[src/rtl/ins_loader_if.sv]
// Stream, program-memory write and status signals of the program loader.
// The loader sits on the slave side; the stimulus source/monitor uses master.
interface ins_loader_if #(
   parameter int unsigned AW = 6
);
   logic          start;
   logic          in_valid;
   logic          in_ready;
   logic [4:0]    in_opcode;
   logic [7:0]    in_operand;
   logic          in_last;
   logic          pm_we;
   logic [AW-1:0] pm_addr;
   logic [12:0]   pm_wdata;
   logic          cpu_hold;
   logic          done;
   logic          err;
   logic [1:0]    err_code;
   logic [AW:0]   words;

   modport slave (
      input  start, in_valid, in_opcode, in_operand, in_last,
      output in_ready, pm_we, pm_addr, pm_wdata, cpu_hold, done, err, err_code, words
   );

   modport master (
      output start, in_valid, in_opcode, in_operand, in_last,
      input  in_ready, pm_we, pm_addr, pm_wdata, cpu_hold, done, err, err_code, words
   );
endinterface

[src/rtl/ins_loader.sv]
// Program-memory loader: validates opcode/operand pairs, packs them into 13-bit words and
// writes them from address 0 upward while holding the core in reset.
module ins_loader #(
   parameter int unsigned DEPTH = 64,
   parameter int unsigned AW    = $clog2(DEPTH)
) (
   input  logic           clk,
   input  logic           rst,
   ins_loader_if.slave    bus
);

   localparam logic [1:0] SEC_R       = 2'b00;
   localparam logic [1:0] SEC_REST    = 2'b11;
   localparam logic [2:0] JMP         = 3'd7;
   localparam logic [4:0] OPCODE_ST_R = 5'b00101;

   localparam logic [1:0] ERR_NONE    = 2'd0;
   localparam logic [1:0] ERR_OPERAND = 2'd1;
   localparam logic [1:0] ERR_OVFL    = 2'd2;

   typedef enum logic [2:0] {StIdle, StAccept, StWrite, StDone, StErr} state_e;

   state_e        state_q, state_d;
   logic [AW-1:0] ptr_q, ptr_d;
   logic [12:0]   word_q, word_d;
   logic          last_q, last_d;
   logic [AW:0]   words_q, words_d;
   logic [1:0]    err_code_q, err_code_d;

   logic [1:0] sec;
   logic [2:0] rest;
   logic       op_ok;
   logic       hs;
   logic       at_top;

   assign sec    = bus.in_opcode[4:3];
   assign rest   = bus.in_opcode[2:0];
   assign hs     = bus.in_valid & (state_q == StAccept);
   assign at_top = (ptr_q == AW'(DEPTH - 1));

   always_comb begin
      op_ok = 1'b1;
      if (sec == SEC_R && bus.in_opcode == OPCODE_ST_R && bus.in_operand[7:2] != 6'd0) begin
         op_ok = 1'b0;
      end
      if (sec != SEC_REST && rest == JMP && bus.in_operand[7:6] != 2'd0) begin
         op_ok = 1'b0;
      end
      // Rest codes 6 and 7 are unassigned in the last section.
      if (sec == SEC_REST && rest > 3'd5) begin
         op_ok = 1'b0;
      end
   end

   always_ff @(posedge clk or posedge rst) begin
      if (rst) begin
         state_q <= StIdle;
      end else begin
         state_q <= state_d;
      end
   end

   always_comb begin
      state_d = state_q;
      if (bus.start) begin
         state_d = StAccept;
      end else begin
         unique case (state_q)
            StAccept: if (hs) state_d = op_ok ? StWrite : StErr;
            StWrite: begin
               if (last_q)      state_d = StDone;
               else if (at_top) state_d = StErr;
               else             state_d = StAccept;
            end
            default: state_d = state_q;
         endcase
      end
   end

   always_comb begin
      bus.in_ready = (state_q == StAccept);
      bus.pm_we    = (state_q == StWrite);
      bus.cpu_hold = (state_q == StAccept) || (state_q == StWrite) || (state_q == StErr);
      bus.done     = (state_q == StDone);
      bus.err      = (state_q == StErr);
      bus.pm_addr  = ptr_q;
      bus.pm_wdata = word_q;
      bus.err_code = err_code_q;
      bus.words    = words_q;
   end

   always_ff @(posedge clk or posedge rst) begin
      if (rst) begin
         ptr_q      <= '0;
         word_q     <= '0;
         last_q     <= 1'b0;
         words_q    <= '0;
         err_code_q <= ERR_NONE;
      end else begin
         ptr_q      <= ptr_d;
         word_q     <= word_d;
         last_q     <= last_d;
         words_q    <= words_d;
         err_code_q <= err_code_d;
      end
   end

   // A restart discards the word being written that cycle: its pulse still goes out,
   // but neither the pointer nor the word count advance for it.
   always_comb begin
      ptr_d      = ptr_q;
      word_d     = word_q;
      last_d     = last_q;
      words_d    = words_q;
      err_code_d = err_code_q;
      if (bus.start) begin
         ptr_d      = '0;
         words_d    = '0;
         err_code_d = ERR_NONE;
      end else if (state_q == StAccept && hs) begin
         if (op_ok) begin
            word_d = {bus.in_opcode, bus.in_operand};
            last_d = bus.in_last;
         end else begin
            err_code_d = ERR_OPERAND;
         end
      end else if (state_q == StWrite) begin
         words_d = words_q + 1'b1;
         if (!at_top) ptr_d = ptr_q + 1'b1;
         if (!last_q && at_top) err_code_d = ERR_OVFL;
      end
   end

endmodule

[src/flat_wrapper.sv]
// flat-port wrapper written by rule: the top's interface ports become plain ports
module ins_loader_flat 
#(
   parameter int unsigned DEPTH = 64,
   parameter int unsigned AW    = $clog2(DEPTH)
)
  (clk, rst, bus_start, bus_in_valid, bus_in_opcode, bus_in_operand, bus_in_last, bus_in_ready, bus_pm_we, bus_pm_addr, bus_pm_wdata, bus_cpu_hold, bus_done, bus_err, bus_err_code, bus_words);
  ins_loader_if #(.AW(AW)) bus_i ();
  input  logic clk;
  input  logic rst;
  input wire logic [$bits(bus_i.start)-1:0] bus_start;
  input wire logic [$bits(bus_i.in_valid)-1:0] bus_in_valid;
  input wire logic [$bits(bus_i.in_opcode)-1:0] bus_in_opcode;
  input wire logic [$bits(bus_i.in_operand)-1:0] bus_in_operand;
  input wire logic [$bits(bus_i.in_last)-1:0] bus_in_last;
  output wire logic [$bits(bus_i.in_ready)-1:0] bus_in_ready;
  output wire logic [$bits(bus_i.pm_we)-1:0] bus_pm_we;
  output wire logic [$bits(bus_i.pm_addr)-1:0] bus_pm_addr;
  output wire logic [$bits(bus_i.pm_wdata)-1:0] bus_pm_wdata;
  output wire logic [$bits(bus_i.cpu_hold)-1:0] bus_cpu_hold;
  output wire logic [$bits(bus_i.done)-1:0] bus_done;
  output wire logic [$bits(bus_i.err)-1:0] bus_err;
  output wire logic [$bits(bus_i.err_code)-1:0] bus_err_code;
  output wire logic [$bits(bus_i.words)-1:0] bus_words;
  assign bus_i.start = bus_start;
  assign bus_i.in_valid = bus_in_valid;
  assign bus_i.in_opcode = bus_in_opcode;
  assign bus_i.in_operand = bus_in_operand;
  assign bus_i.in_last = bus_in_last;
  assign bus_in_ready = bus_i.in_ready;
  assign bus_pm_we = bus_i.pm_we;
  assign bus_pm_addr = bus_i.pm_addr;
  assign bus_pm_wdata = bus_i.pm_wdata;
  assign bus_cpu_hold = bus_i.cpu_hold;
  assign bus_done = bus_i.done;
  assign bus_err = bus_i.err;
  assign bus_err_code = bus_i.err_code;
  assign bus_words = bus_i.words;
  ins_loader #(.DEPTH(DEPTH), .AW(AW)) u_core (.clk(clk), .rst(rst), .bus(bus_i));
endmodule
[config.mk]
export PLATFORM = sky130hd
export DESIGN_NAME = ins_loader_flat
export DESIGN_NICKNAME = d
export VERILOG_FILES = /design/src/rtl/ins_loader_if.sv /design/src/rtl/ins_loader.sv /design/src/flat_wrapper.sv
export SDC_FILE = /design/constraint.sdc
export NUM_CORES = 1
export LEC_CHECK = 0
export ABC_CLOCK_PERIOD_IN_PS = 4400
export CELL_PAD_IN_SITES_DETAIL_PLACEMENT = 0
export CELL_PAD_IN_SITES_GLOBAL_PLACEMENT = 1
export CORE_ASPECT_RATIO = 1.25
export CORE_UTILIZATION = 37
export DETAILED_ROUTE_END_ITERATION = 10
export PLACE_DENSITY_LB_ADDON = 0.1
export SYNTH_ARGS = -nofsm -noshare
export SYNTH_HDL_FRONTEND = slang
export SYNTH_SLANG_ARGS = --single-unit
[constraint.sdc]
create_clock -name clk -period 4.4 [get_ports clk]
set_input_delay 0.88 -clock clk [delete_from_list [all_inputs] [get_ports clk]]
set_output_delay 0.88 -clock clk [all_outputs]
set_load 0.02 [all_outputs]
# Yosys cells after proc, flatten, opt, wreduce, memory -nomap -nowiden

Cells that the tools add are included.

$lt $le $gt $ge: 1
Equality and inequality tests: 13
Bitwise logic cells: 2
Reductions and logical operators: 22
Multiplexer cells: 21
$add $sub $neg: 2

Operators by type and width:

| operator                                                                | number |
|---|---|
| 6-bit two-way mux                                                       | 4 |
| 7-bit two-way mux                                                       | 3 |
| 3-bit two-way mux                                                       | 5 |
| 2-bit two-way mux                                                       | 5 |
| 3-bit AND reduction                                                     | 3 |
| 3-bit nonzero test                                                      | 3 |
| 7-bit by 1-bit adder with 7-bit output, second input constant           | 1 |
| 1-bit logical AND                                                       | 7 |
| 6-bit by 1-bit adder with 6-bit output, second input constant           | 1 |
| 3-bit by 2-bit equality test with 1-bit output, second input constant   | 2 |
| 3-bit equality test, second input constant                              | 2 |
| 6-bit equality test, second input constant                              | 1 |
| 2-bit inequality test, second input constant                            | 3 |
| 3-bit case mux with 2 select lines                                      | 1 |
| 6-bit nonzero test                                                      | 1 |
| 5-bit by 3-bit equality test with 1-bit output, second input constant   | 1 |
| 2-bit AND reduction                                                     | 2 |
| 2-bit nonzero test                                                      | 2 |
| 3-bit by 1-bit equality test with 1-bit output, second input constant   | 1 |
| 3-bit greater-than comparator, second input constant                    | 1 |
| 1-bit two-way mux                                                       | 3 |
| 3-bit by 2-bit inequality test with 1-bit output, second input constant | 1 |
| 3-bit inequality test, second input constant                            | 1 |
| 2-bit equality test, second input constant                              | 1 |
| 5 further kinds                                                         | 6 |

Output and inout bits: 33
Register bits after elaboration: 32
Bits of input ports: 18
Word-level logic and storage cells: 67

# Longest topological paths before layout

Depth after elaboration: 10
Gate-level depth with buffers: 6
Depth with buffers taken out: 5

# Least setup slack after synthesis

Ideal clock, no wire load.

Path kind: input port to flip-flop
From: input port bus_in_operand[4]
To: register u_core.word_q[0], in the netlist u_core.bus.pm_wdata[0]
Stages on the path: 5
Setup time: 0.125 ns
Slack: 2.059 ns
Arrival time: 2.217 ns
Path buffers: 1
Required time: 4.275 ns
Cell sequence: nor4_1 -> a211oi_1 -> nor3b_2 -> buf_2 -> mux2_2

Longest elaborated chain between the ends: 6

Ends and longest elaborated chain:

| item                          | RTL line           | RTL |
|---|---|---|
| start, declared               | flat_wrapper.sv:14 | `input wire logic [$bits(bus_i.in_operand)-1:0] bus_in_operand;` |
| 6-bit nonzero test            | ins_loader.sv:43   | `if (sec == SEC_R && bus.in_opcode == OPCODE_ST_R && bus.in_operand[7:2] != 6'd0) begin` |
| 1-bit logical AND             | ins_loader.sv:43   |  |
| 1-bit two-way mux             | ins_loader.sv:43   |  |
| 1-bit two-way mux             | ins_loader.sv:46   | `if (sec != SEC_REST && rest == JMP && bus.in_operand[7:6] != 2'd0) begin` |
| 1-bit two-way mux             | ins_loader.sv:50   | `if (sec == SEC_REST && rest > 3'd5) begin` |
| 3-bit AND reduction (no line) | n/a                |  |
| end signal, assigned          | ins_loader.sv:101  | `word_q <= word_d;` |
| end, declared                 | ins_loader.sv:25   | `logic [12:0] word_q, word_d;` |

Every way passes these cells.
A chain may end at the register's enable or synchronous reset.

# Final worst setup path

From: input port bus_start
To: register u_core.word_q[4], in the netlist u_core.bus.pm_wdata[4]

Longest elaborated chain between the ends: 2

Ends and longest elaborated chain:

| item                          | RTL line           | RTL |
|---|---|---|
| start, declared               | flat_wrapper.sv:11 | `input wire logic [$bits(bus_i.start)-1:0] bus_start;` |
| 1-bit inverter (no line)      | n/a                |  |
| 3-bit AND reduction (no line) | n/a                |  |

Every way passes these cells.

==> run_results.csv <==
group,metric,value,unit
critical_path,start_kind,"input pin",
floorplan,row_count,25,
place,gp_congestion,0.8477,
global_routing,grt_use_met2,30.12,%
global_routing,grt_max_degree,33,
yosys,netlist_instances,142,
critical_path,cp.required,4570,ps
cts,cts_buffers,5,
route,viasPerCell,5.056,
yosys,synthMuxAreaShare,9.385,%
sta,rsz0062_at_grt,"no",
sta,finClkSkew,2.566,ps
global_routing,grtUsageMet1,19.78,%
yosys,synth_edf_count,0,
floorplan,core_area,3879,sq um
global_routing,grt.met3_usage,5.739,%
finish,final_common_cell,"clkdlybuf4s50_1",
floorplan,initial_core_util,39.87,%
global_routing,grt_pass1_wl,5.754,mm
global_routing,grt-ovfl-total,0,
pwr,p_per_area,398.0,nW/um^2
critical_path,critPathCaptureType,"flip-flop",
yosys,synth.avg_cell_area,10.89,sq um
cts,cts_buffer_depth,2,
yosys,synth_ff_type,"dfrtp_1",
critical_path,critPathMaxFanout,19,
sta,finalHoldViolations,0,
sta,slew_violations,0,
outcome,outcome,"finished clean",
finish,fillCellCount,382,
route,vias,1269,
yosys,yosys_warnings,0,
floorplan,dieHeight,74.28,um
pwr,vdd_ir_drop_max,0.2822,mV
route,firstDrtPassIters,4,
sta,slew_headroom,38.86,%
sta,setup_ws,1324,ps
place,io_buffers,50,
cts,clock_sinks,32,
critical_path,cp.arrival,3240,ps
sta,setup-tns-final,0,ps
yosys,synthAdderAreaFrac,1.618,%
finish,final_cell_mix,"clkdlybuf4s50_1 (50), dfrtp_1 (32), nor2_1 (15), mux2_2 (12), nand2_1 (11)",
critical_path,path_class,"input pin to flip-flop",
cts,clock_latency,280,ps
pwr,p_leak,0.0008825,uW
route,wl,3.341,mm
yosys,syn_area,1546,sq um
place,dp_slack,996.0,ps
global_routing,antenna_found_initial,0,
cts,cts.hold.buffers_added,0,
cts,cts_tree,"built",
yosys,yosysSeqAreaShare,51.78,%
hold_path,hold_path.class,"flip-flop to flip-flop",
floorplan,fp.dieArea,4444,sq um
yosys,synth_top_family_by_area,"simple AND/OR/NAND/NOR gates",
finish,drive_gt1_share,14.21,%
global_routing,grtUsageTotal,17.38,%
yosys,synth-simple-area-share,18.93,%
place,dpl-instance-area,2096,sq um
yosys,synth_cell_types,42,
yosys,ys_seq_elements,32,
global_routing,grt_pass1_vias,1310,
sta,fmax,325.1,MHz
place,dp_hpwl,2.475,mm
route,route.detailed.drc,0,
yosys,synth_compound_area_share,11.65,%
sta,finalSetupViolations,0,
finish,area_growth,41.50,%
sta,max_slew.worst_pin.slew,913.1,ps
route,final_antenna_net_count,0,
global_routing,grt.busiest_layer,"met2",
cts,clk_pin_slew_worst_paths,60,ps
sta,min_period,3076,ps
run,max-cap-violations,0,
cts,cts_max_level,2,
floorplan,die_x,59.83,um
cts,clock-root-buffer,"clkbuf_8",
finish,instances_no_fill,251,
finish,antenna_cells,0,
route,drt-initial-drc-count,62,
floorplan,ios,51,
cts,post_cts_resized,0,
yosys,async_flop_share,100.0,%
finish,fin_nets,216,
cts,cts_setup_buffers,0,
yosys,syn_nets,162,
place,dp_cells,243,
finish,design_area,2188,sq um
yosys,synth_xor_xnor_area_share,3.964,%
route,wire_per_inst,13.31,um
sta,period_share,69.92,%
## per-stage QoR
step           hold WS, ps  util [%]  total power [uW]
6_report             487.6     56.42             870.9
5_1_grt              524.4     56.42             915.8
4_1_cts              494.7     56.42             883.5
3_5_place_dp         479.6     54.03             645.7
3_3_place_gp         489.9     54.03             639.2
2_1_floorplan        527.2         -             511.1
## logic make-up after synthesis
family | Yosys count
adder cells (fa/ha/maj) | 2
AO/OA/AOI/OAI | 27
multiplexers | 13
XOR/XNOR | 7
flip-flops | 32
AND/OR/NAND/NOR | 53
buffers and inverters | 8
## worst paths after layout
kind | startpoint | to | slack [ps] | cells after the start
worst max register to register | u_core.state_q[1] | u_core.bus.pm_wdata[4] | 2110 | 4
worst min-delay path | u_core.bus.pm_wdata[10] | u_core.bus.pm_wdata[10] | 490 | 1
min in group asynchronous | rst | u_core.bus.pm_wdata[0] | 970 | 3
worst max-delay path | bus_start | u_core.bus.pm_wdata[4] | 1320 | 4
worst min register to register | u_core.bus.pm_wdata[10] | u_core.bus.pm_wdata[10] | 490 | 1
max in group asynchronous | rst | u_core.state_q[2] | 3140 | 3
## flip-flops by register name (all words and copies together) (netlist names)
name	count
u_core.bus.err_code	2
u_core.bus.words	7
u_core.last_q	1
u_core.state_q	3
u_core.bus.pm_wdata	13
u_core.bus.pm_addr	6
## metal layers
layer	vias to the layer above	wire, um
met5	-	0
met4	0	45
met3	6	232
met2	45	1698
met1	598	1365
li1	620	-
## area by class of cell
| class | count | area [sq um] | area share [%] |
|---|---|---|---|
| flip-flops and latches | 32 | 800.8 | 36.59 |
| multi-input cells | 102 | 704.4 | 32.19 |
| repair buffers | 51 | 508.0 | 23.21 |
| clock buffers | 6 | 82.58 | 3.774 |
| well taps | 54 | 67.56 | 3.087 |
| inverters | 4 | 15.01 | 0.6861 |
| clock inverters | 2 | 10.01 | 0.4574 |
## worst max-delay path, stage by stage
cell and delay, ps:
clkdlybuf4s50_1 760, nand2b_1 400, nor3b_2 770, mux2_2 420
## Yosys cell counts (all sizes together) (2+ instances only)
cell type / instances / area [sq um]
or4: 2 / 15.01
nand2: 11 / 41.29
nor2b: 2 / 12.51
buf: 2 / 10.01
mux2: 12 / 135.1
dfrtp: 32 / 800.8
nor3: 3 / 15.01
inv: 3 / 11.26
nor3b: 2 / 20.02
xor2: 5 / 43.79
a211oi: 4 / 30.03
nor4: 3 / 18.77
o21ai: 7 / 35.03
nand3: 4 / 20.02
a21oi: 5 / 25.02
a21o: 2 / 15.01
nor2: 15 / 56.30
ha: 2 / 25.02
xnor2: 2 / 17.52
o31ai: 2 / 15.01
nand2b: 2 / 12.51
## where the power goes
group	switching, uW	total [uW]	internal (uW)
Sequential	32.0	374	342
Combinational	123	265	142
Clock	108	232	125
Total	262	871	609
Note: power is estimated with default switching activity, not from simulation.
